File: src/rtl/mem_arbiter.sv
// Arbitrates the byte-serial memory engine between instruction fetch and the LSB.
// Optional ARB_PERF_CNT_EN adds grant and IO-stall performance counters.
module mem_arbiter #(
    parameter int unsigned STARVE_MAX = 4,
    parameter logic [31:0] IO_BASE    = 32'h0003_0000
) (
    input  logic        clk_in,
    input  logic        rst_in,
    input  logic        rdy_in,
    input  logic        rob_clear_up,
    input  logic        io_buffer_full,
    input  logic        if_req,
    input  logic [31:0] if_addr,
    output logic        if_done,
    output logic [31:0] if_data,
    input  logic        lsb_req,
    input  logic        lsb_wr,
    input  logic [31:0] lsb_addr,
    input  logic [1:0]  lsb_size,
    input  logic [31:0] lsb_wdata,
    output logic        lsb_done,
    output logic [31:0] lsb_rdata,
    output logic        eng_valid,
    input  logic        eng_ready,
    output logic        eng_wr,
    output logic [31:0] eng_addr,
    output logic [1:0]  eng_size,
    output logic [31:0] eng_wdata,
    input  logic        eng_done,
    input  logic [31:0] eng_rdata
`ifdef ARB_PERF_CNT_EN
    ,
    output logic [31:0] perf_if_grants,
    output logic [31:0] perf_lsb_grants,
    output logic [31:0] perf_io_stall_cycles
`endif
);

    localparam int unsigned   SW         = $clog2(STARVE_MAX + 1);
    localparam logic [SW-1:0] STARVE_LIM = SW'(STARVE_MAX);

    typedef enum logic [1:0] {
        ST_IDLE,
        ST_ISSUE,
        ST_WAIT,
        ST_RESP
    } state_e;

    typedef enum logic {
        OWN_IF,
        OWN_LSB
    } owner_e;

    state_e        state_q, state_d;
    owner_e        owner_q, owner_d;
    logic          wr_q, wr_d;
    logic [31:0]   addr_q, addr_d;
    logic [1:0]    size_q, size_d;
    logic [31:0]   wdata_q, wdata_d;
    logic          discard_q, discard_d;
    logic [SW-1:0] starve_q, starve_d;
    logic [31:0]   if_data_q, if_data_d;
    logic [31:0]   lsb_rdata_q, lsb_rdata_d;

    logic lsb_io_blk;
    logic lsb_elig;
    logic starve_force;
    logic grant_lsb;
    logic grant_if;
    logic gnt_lsb_fire;
    logic gnt_if_fire;
    logic flush_kill;
    logic complete;

    assign lsb_io_blk   = lsb_req && (lsb_addr >= IO_BASE) && io_buffer_full;
    assign lsb_elig     = lsb_req && !lsb_io_blk;
    assign starve_force = (starve_q == STARVE_LIM) && if_req;
    assign grant_lsb    = lsb_elig && !starve_force;
    assign grant_if     = if_req && !grant_lsb;
    assign gnt_lsb_fire = rdy_in && (state_q == ST_IDLE) && !rob_clear_up && grant_lsb;
    assign gnt_if_fire  = rdy_in && (state_q == ST_IDLE) && !rob_clear_up && grant_if;

    // Committed stores are never discarded by a flush.
    assign flush_kill   = rob_clear_up && !((owner_q == OWN_LSB) && wr_q);
    assign complete     = rdy_in && eng_done &&
                          (((state_q == ST_ISSUE) && eng_ready) || (state_q == ST_WAIT));

    always_comb begin
        state_d     = state_q;
        owner_d     = owner_q;
        wr_d        = wr_q;
        addr_d      = addr_q;
        size_d      = size_q;
        wdata_d     = wdata_q;
        discard_d   = discard_q;
        starve_d    = starve_q;
        if_data_d   = if_data_q;
        lsb_rdata_d = lsb_rdata_q;

        if (rdy_in) begin
            case (state_q)
                ST_IDLE: begin
                    if (!if_req) begin
                        starve_d = '0;
                    end
                    if (gnt_lsb_fire) begin
                        owner_d = OWN_LSB;
                        wr_d    = lsb_wr;
                        addr_d  = lsb_addr;
                        size_d  = lsb_size;
                        wdata_d = lsb_wdata;
                        state_d = ST_ISSUE;
                        if (if_req && (starve_q != STARVE_LIM)) begin
                            starve_d = starve_q + SW'(1);
                        end
                    end else if (gnt_if_fire) begin
                        owner_d = OWN_IF;
                        wr_d    = 1'b0;
                        addr_d  = if_addr;
                        size_d  = 2'd2;
                        wdata_d = '0;
                        state_d = ST_ISSUE;
                        // A fetch that only won because the LSB is IO-blocked keeps the count.
                        if (!lsb_io_blk) begin
                            starve_d = '0;
                        end
                    end
                end
                ST_ISSUE: begin
                    if (flush_kill) begin
                        discard_d = 1'b1;
                    end
                    if (eng_ready) begin
                        state_d = ST_WAIT;
                    end
                end
                ST_WAIT: begin
                    if (flush_kill) begin
                        discard_d = 1'b1;
                    end
                end
                ST_RESP: begin
                    state_d = ST_IDLE;
                end
                default: begin
                    state_d = ST_IDLE;
                end
            endcase

            if (complete) begin
                discard_d = 1'b0;
                if (discard_q || flush_kill) begin
                    state_d = ST_IDLE;
                end else begin
                    state_d = ST_RESP;
                    if (owner_q == OWN_IF) begin
                        if_data_d = eng_rdata;
                    end else begin
                        lsb_rdata_d = eng_rdata;
                    end
                end
            end
        end
    end

    always_ff @(posedge clk_in or posedge rst_in) begin
        if (rst_in) begin
            state_q     <= ST_IDLE;
            owner_q     <= OWN_IF;
            wr_q        <= 1'b0;
            addr_q      <= '0;
            size_q      <= '0;
            wdata_q     <= '0;
            discard_q   <= 1'b0;
            starve_q    <= '0;
            if_data_q   <= '0;
            lsb_rdata_q <= '0;
        end else begin
            state_q     <= state_d;
            owner_q     <= owner_d;
            wr_q        <= wr_d;
            addr_q      <= addr_d;
            size_q      <= size_d;
            wdata_q     <= wdata_d;
            discard_q   <= discard_d;
            starve_q    <= starve_d;
            if_data_q   <= if_data_d;
            lsb_rdata_q <= lsb_rdata_d;
        end
    end

    assign eng_valid = (state_q == ST_ISSUE);
    assign eng_wr    = wr_q;
    assign eng_addr  = addr_q;
    assign eng_size  = size_q;
    assign eng_wdata = wdata_q;

    // RESP holds through a freeze, so the done appears once rdy_in returns.
    assign if_done   = rdy_in && (state_q == ST_RESP) && (owner_q == OWN_IF);
    assign lsb_done  = rdy_in && (state_q == ST_RESP) && (owner_q == OWN_LSB);
    assign if_data   = if_data_q;
    assign lsb_rdata = lsb_rdata_q;

`ifdef ARB_PERF_CNT_EN
    logic [31:0] perf_if_q, perf_if_d;
    logic [31:0] perf_lsb_q, perf_lsb_d;
    logic [31:0] perf_io_q, perf_io_d;

    always_comb begin
        perf_if_d  = perf_if_q;
        perf_lsb_d = perf_lsb_q;
        perf_io_d  = perf_io_q;
        if (gnt_if_fire) begin
            perf_if_d = perf_if_q + 32'd1;
        end
        if (gnt_lsb_fire) begin
            perf_lsb_d = perf_lsb_q + 32'd1;
        end
        if (rdy_in && lsb_io_blk) begin
            perf_io_d = perf_io_q + 32'd1;
        end
    end

    always_ff @(posedge clk_in or posedge rst_in) begin
        if (rst_in) begin
            perf_if_q  <= '0;
            perf_lsb_q <= '0;
            perf_io_q  <= '0;
        end else begin
            perf_if_q  <= perf_if_d;
            perf_lsb_q <= perf_lsb_d;
            perf_io_q  <= perf_io_d;
        end
    end

    assign perf_if_grants       = perf_if_q;
    assign perf_lsb_grants      = perf_lsb_q;
    assign perf_io_stall_cycles = perf_io_q;
`endif

endmodule

File: config.mk
export PLATFORM = sky130hd
export DESIGN_NAME = mem_arbiter
export DESIGN_NICKNAME = d
export VERILOG_FILES = /design/src/rtl/mem_arbiter.sv
export SDC_FILE = /design/constraint.sdc
export NUM_CORES = 1
export LEC_CHECK = 0
export ABC_AREA = 1
export CELL_PAD_IN_SITES_DETAIL_PLACEMENT = 0
export CELL_PAD_IN_SITES_GLOBAL_PLACEMENT = 2
export CORE_ASPECT_RATIO = 0.75
export CORE_MARGIN = 2
export CORE_UTILIZATION = 37
export CTS_CLUSTER_SIZE = 14
export DETAILED_ROUTE_END_ITERATION = 10
export DONT_BUFFER_PORTS = 1
export PLACE_DENSITY_LB_ADDON = 0.1
export SKIP_CTS_REPAIR_TIMING = 1
export SYNTH_ARGS = -nofsm -noshare
export SYNTH_HDL_FRONTEND = slang
export SYNTH_SLANG_ARGS = --single-unit
File: constraint.sdc
create_clock -name clk_in -period 14.5 [get_ports clk_in]
set_input_delay 2.9 -clock clk_in [delete_from_list [all_inputs] [get_ports clk_in]]
set_output_delay 2.9 -clock clk_in [all_outputs]
set_load 0.005 [all_outputs]
### Yosys cells after proc, flatten, opt, wreduce, memory -nomap -nowiden

Index checks and enable logic that the tools add are counted.

* register bits after elaboration: 138
* input bits: 140
* logic and storage cells: 82

* bitwise operators: 2
* order comparisons: 1
* reduce and logical (&&, ||, !) cells: 38
* eq/ne operators: 7
* multiplexer cells: 23
* add/subtract/negate cells: 1

Operators with widths (number)
* two-way mux 32 bit: 4
* greater-or-equal comparator 32 x 18 -> 1 bit (second input constant): 1
* logical AND 1 bit: 19
* two-way mux 3 bit: 5
* two-way mux 2 bit: 7
* AND reduction 4 bit: 3
* two-way mux 1 bit: 6
* one-hot mux 2 bit (3 select lines): 1
* AND reduction 3 bit: 2
* nonzero test 2 bit: 3
* zero test 1 bit: 5
* == test 2 bit (second input constant): 2
* inequality test 4 bit (second input constant): 1
* nonzero test 4 bit: 1
* adder 3 x 1 -> 3 bit (second input constant): 1
* == test 3 bit (second input constant): 1
* inequality test 3 x 1 -> 1 bit (second input constant): 1
* inequality test 3 bit (second input constant): 1
* == test 2 x 1 -> 1 bit (second input constant): 1
* zero test 2 bit: 1
* logical OR 1 bit: 2
* NOT 1 bit: 2
* AND reduction 2 bit: 1
* OR reduction 2 bit: 1

### Longest topological paths before layout

* depth after elaboration: 13
* depth in mapped cells: 12
* depth with buffers taken out: 11

### Worst setup path after synthesis

Ideal clock, no wire load.

* path type: input port to output port
* start point: input rdy_in
* end point: output lsb_done
* setup slack: 8442 ps
* cell stages on the path: 2
* path buffers: 0
* arrival: 3158 ps
* cell sequence: inv_1 nor3_1

* cells in the longest elaborated chain, start to end: 2

Ends and longest elaborated chain
* from (decl): RTL line 9 `input logic rdy_in,`
* logical AND 1 bit (2 in a row): RTL line 200 `assign lsb_done = rdy_in && (state_q == ST_RESP) && (owner_q == OWN_LSB);`
* to (decl): RTL line 21 `output logic lsb_done,`

Every way passes these cells.

### Final worst setup path

Ends and elaborated chain as after synthesis.

==> summary.txt <==
Logic synthesis
  • Compound-cell area share of the yosys netlist: 6.95%
  • Cells taking the most area after synthesis: dfrtp_1 (60%), nand2_1 (20%), o21ai_1 (5.5%), nand3_1 (3.1%), inv_1 (3.1%)
  • Syn nets: 811
  • Post-synthesis cell type count: 29
  • Post-Synth Adder-Cell Area: 1.30%
  • Yosys top cell area share: 59.7%
  • Syn_area_per_cell: 8.69 sq um
  • Post-synthesis instance total: 665
  • Mux contribution to synthesized area: 0%
  • Synth Area in XOR/XNOR: 0.152%
  • Flop and latch count out of synthesis: 138
  • Largest family of logic cells by synthesized area: simple AND/OR/NAND/NOR gates
  • Synthesis Warnings: 0
  • Cell taking the most area after synthesis: dfrtp_1
  • Seq/Total Area, Yosys: 59.7%
  • Mapped Area: 5780 sq um
  • Simple-gate share of the synthesized area: 25.4%

Setup path
  • Worst setup SP type: primary input
  • WP data required: 11.60 ns
  • Crit path DAT: 3.24 ns
  • Crit-path max FO: 5
  • Critical Path Stages: 2
  • Crit-path slowest cell: nor3_1
  • FF-to-FF path depth: 11
  • Crit path largest cell delay: 0.28 ns
  • CP Cell Sequence: inv_1 -> nor3_1
  • Buf/Inv on CP: 1
  • Critical path class: primary input to primary output
  • CP Capture Type: primary output
  • Critical path's top delay family: simple AND/OR/NAND/NOR gates

Cells and area
  • Commonest non-fill, non-tap cell in the layout: nand2_1
  • Nets: 807
  • Most frequent cells in the layout: nand2_1 (303), dfrtp_1 (138), o21ai_1 (64)
  • Share of cells above drive strength 1: 7.72%
  • # diodes: 0
  • P&R area growth vs syn: 12.6%

Timing
  • Minimum clock period after layout: 6.14 ns
  • Period utilisation layout: 42.4%
  • Final hold violation count: 0
  • Setup TNS: 0 ns
  • Achievable Freq: 163 MHz
  • Skew final: 0.0108 ns
  • Setup ws final: 8.36 ns
  • Setup Viol. Count Final: 0
  • RSZ-0062 raised after global routing: false
  • Slew HR: 32.4%
  • Slew Limit Fails: 0
  • Slew @ Worst Pin: 1.01 ns

Global routing
  • Initial antenna violation count: 0
  • Largest net degree at the start of global routing: 81
  • Vias in the first global route: 4354
  • Gr usage total: 18.8%
  • GRT Residual Overflow: 0
  • First-pass GRT wire length: 24.3 mm

Clock tree
  • TritonCTS clock tree: built
  • Clock Sinks: 138
  • H-tree depth: 4
  • Max clock buf depth: 2
  • CTS root buffer: clkbuf_16
  • TritonCTS buffer count: 17
  • Worst-skew pair later-pin latency: 0.42 ns
  • Clock transition at path regs: 0.06 ns

Floorplanning
  • # rows: 39
  • Die H: 112 microns
  • I/O pin cnt: 274
  • Core area: 15300 sq um
  • Initial Util: 37.8%
  • Die X: 148 microns
  • Die Area: 16600 sq um

Status
  • Outcome: finished clean

Placed design
  • DP Worst Slack: 8.35 ns
  • Final Wtd Congestion: 0.797
  • I/O Buffers: 0
  • Detail Placement HPWL: 10.9 mm

Run
  • MaxCap Viol Count: 0

Detailed routing
  • Post-Route M1 WL: 6.48 mm
  • Metal2 WL: 7.17 mm
  • Top layer in use: met4
  • Met3 WL: 1.37 mm
  • Starting DRT DRC Count: 284
  • Final WL: 15.3 mm
  • Vias per cell: 4.82
  • DR WL/cell: 17.4 microns
  • Drt first pass iters: 6
  • Post-DRT Antenna Nets: 0
  • Via count: 4240
  • DRC Markers: 0

Pwr
  • PwrDens: 202 nW/um^2
  • Max VDD drop: 71.3 uV
  • LEAKAGE: 3.33 nW

Worst hold path
  • Hold Path Stages: 2
  • Min-delay worst type: flop to flop
final timing paths:
check                                   start             to  slack (ns)
worst min register to register  eng_wdata[10]  eng_wdata[10]        0.50
worst max register to register     state_q[0]    starve_q[2]       12.40
max in group asynchronous              rst_in  lsb_rdata[21]       10.66
min in group asynchronous              rst_in  eng_wdata[18]        2.40
worst min-delay path            eng_wdata[10]  eng_wdata[10]        0.50
worst max-delay path                   rdy_in       lsb_done        8.36
power breakdown:
| part | leakage, nW | total (mW) | internal (mW) | switching, mW |
|---|---|---|---|---|
| logic | 1.21 | 0.202 | 0.0810 | 0.121 |
| clock network | 0.290 | 0.445 | 0.277 | 0.169 |
| registers | 1.83 | 0.670 | 0.533 | 0.137 |
| total | 3.33 | 1.32 | 0.890 | 0.427 |
per-layer routing:
| layer | vias up | global-route usage [%] |
|---|---|---|
| li1 | 2072 | - |
| met1 | 1980 | 23.3 |
| met2 | 169 | 29.3 |
| met3 | 19 | 7.20 |
| met4 | 0 | 8.38 |
| met5 | - | 0 |
state kept, by name, summed over array words and instances (netlist names):
register   cells
eng_size       2
state_q        2
eng_wdata     32
if_data       32
discard_q      1
starve_q       3
lsb_rdata     32
eng_addr      32
eng_wr         1
owner_q        1
synth_stat cells:
cell and instances:
nand3_4 1, o31ai_1 1, buf_8 1, nor2_4 1, a21boi_1 1, buf_4 4, nand3_2 2, o21ai_1 64
nor3_2 1, dfrtp_1 138, o22a_1 1, a21oi_2 1, clkbuf_1 2, a21oi_1 1, inv_1 47, nand3_1 36
buf_2 18, nor3_1 2, nor2_2 1, buf_6 4, a31oi_1 1, nor2_1 13, nand2_1 303, ha_1 6
xnor2_1 1, o21ai_0 6, nand2_2 4, inv_2 3, o211ai_1 1
cell type report:
| class | count | area [sq um] |
|---|---|---|
| Clock inverter | 13 | 166 |
| Fill cell | 1532 | 8760 |
| Sequential cell | 138 | 3450 |
| Clock buffer | 19 | 443 |
| Timing Repair Buffer | 6 | 45.0 |
| Multi-Input combinational cell | 448 | 1950 |
| Tap cell | 205 | 256 |
| Inverter | 50 | 193 |
worst min-delay path, stage by stage, from the launching register on:
cell     delay, ns
dfrtp_1       0.36
nand2_1       0.06
nand2_1       0.05
through the flow:
| step | cells | power, mW | hold slack (ns) | area, sq um | utilization [%] |
|---|---|---|---|---|---|
| global route | 879 | 1.41 | 0.518 | 6510 | 42.6 |
| detailed placement | 847 | 0.888 | 0.487 | 5900 | 38.6 |
| CTS | 879 | 1.34 | 0.501 | 6510 | 42.6 |
| floorplan | 665 | 0.801 | 0.465 | 5780 | - |
| finish | 879 | 1.32 | 0.498 | 6510 | 42.6 |
| global placement | 847 | 0.874 | 0.484 | 5900 | 38.6 |
kinds of logic after synthesis:
family / after synthesis
flops: 138
fa+ha+maj: 6
compound gates: 77
xor+xnor: 1
simple gates: 364
buf+inv: 79
No activity file was read; power rests on OpenSTA's default activity.
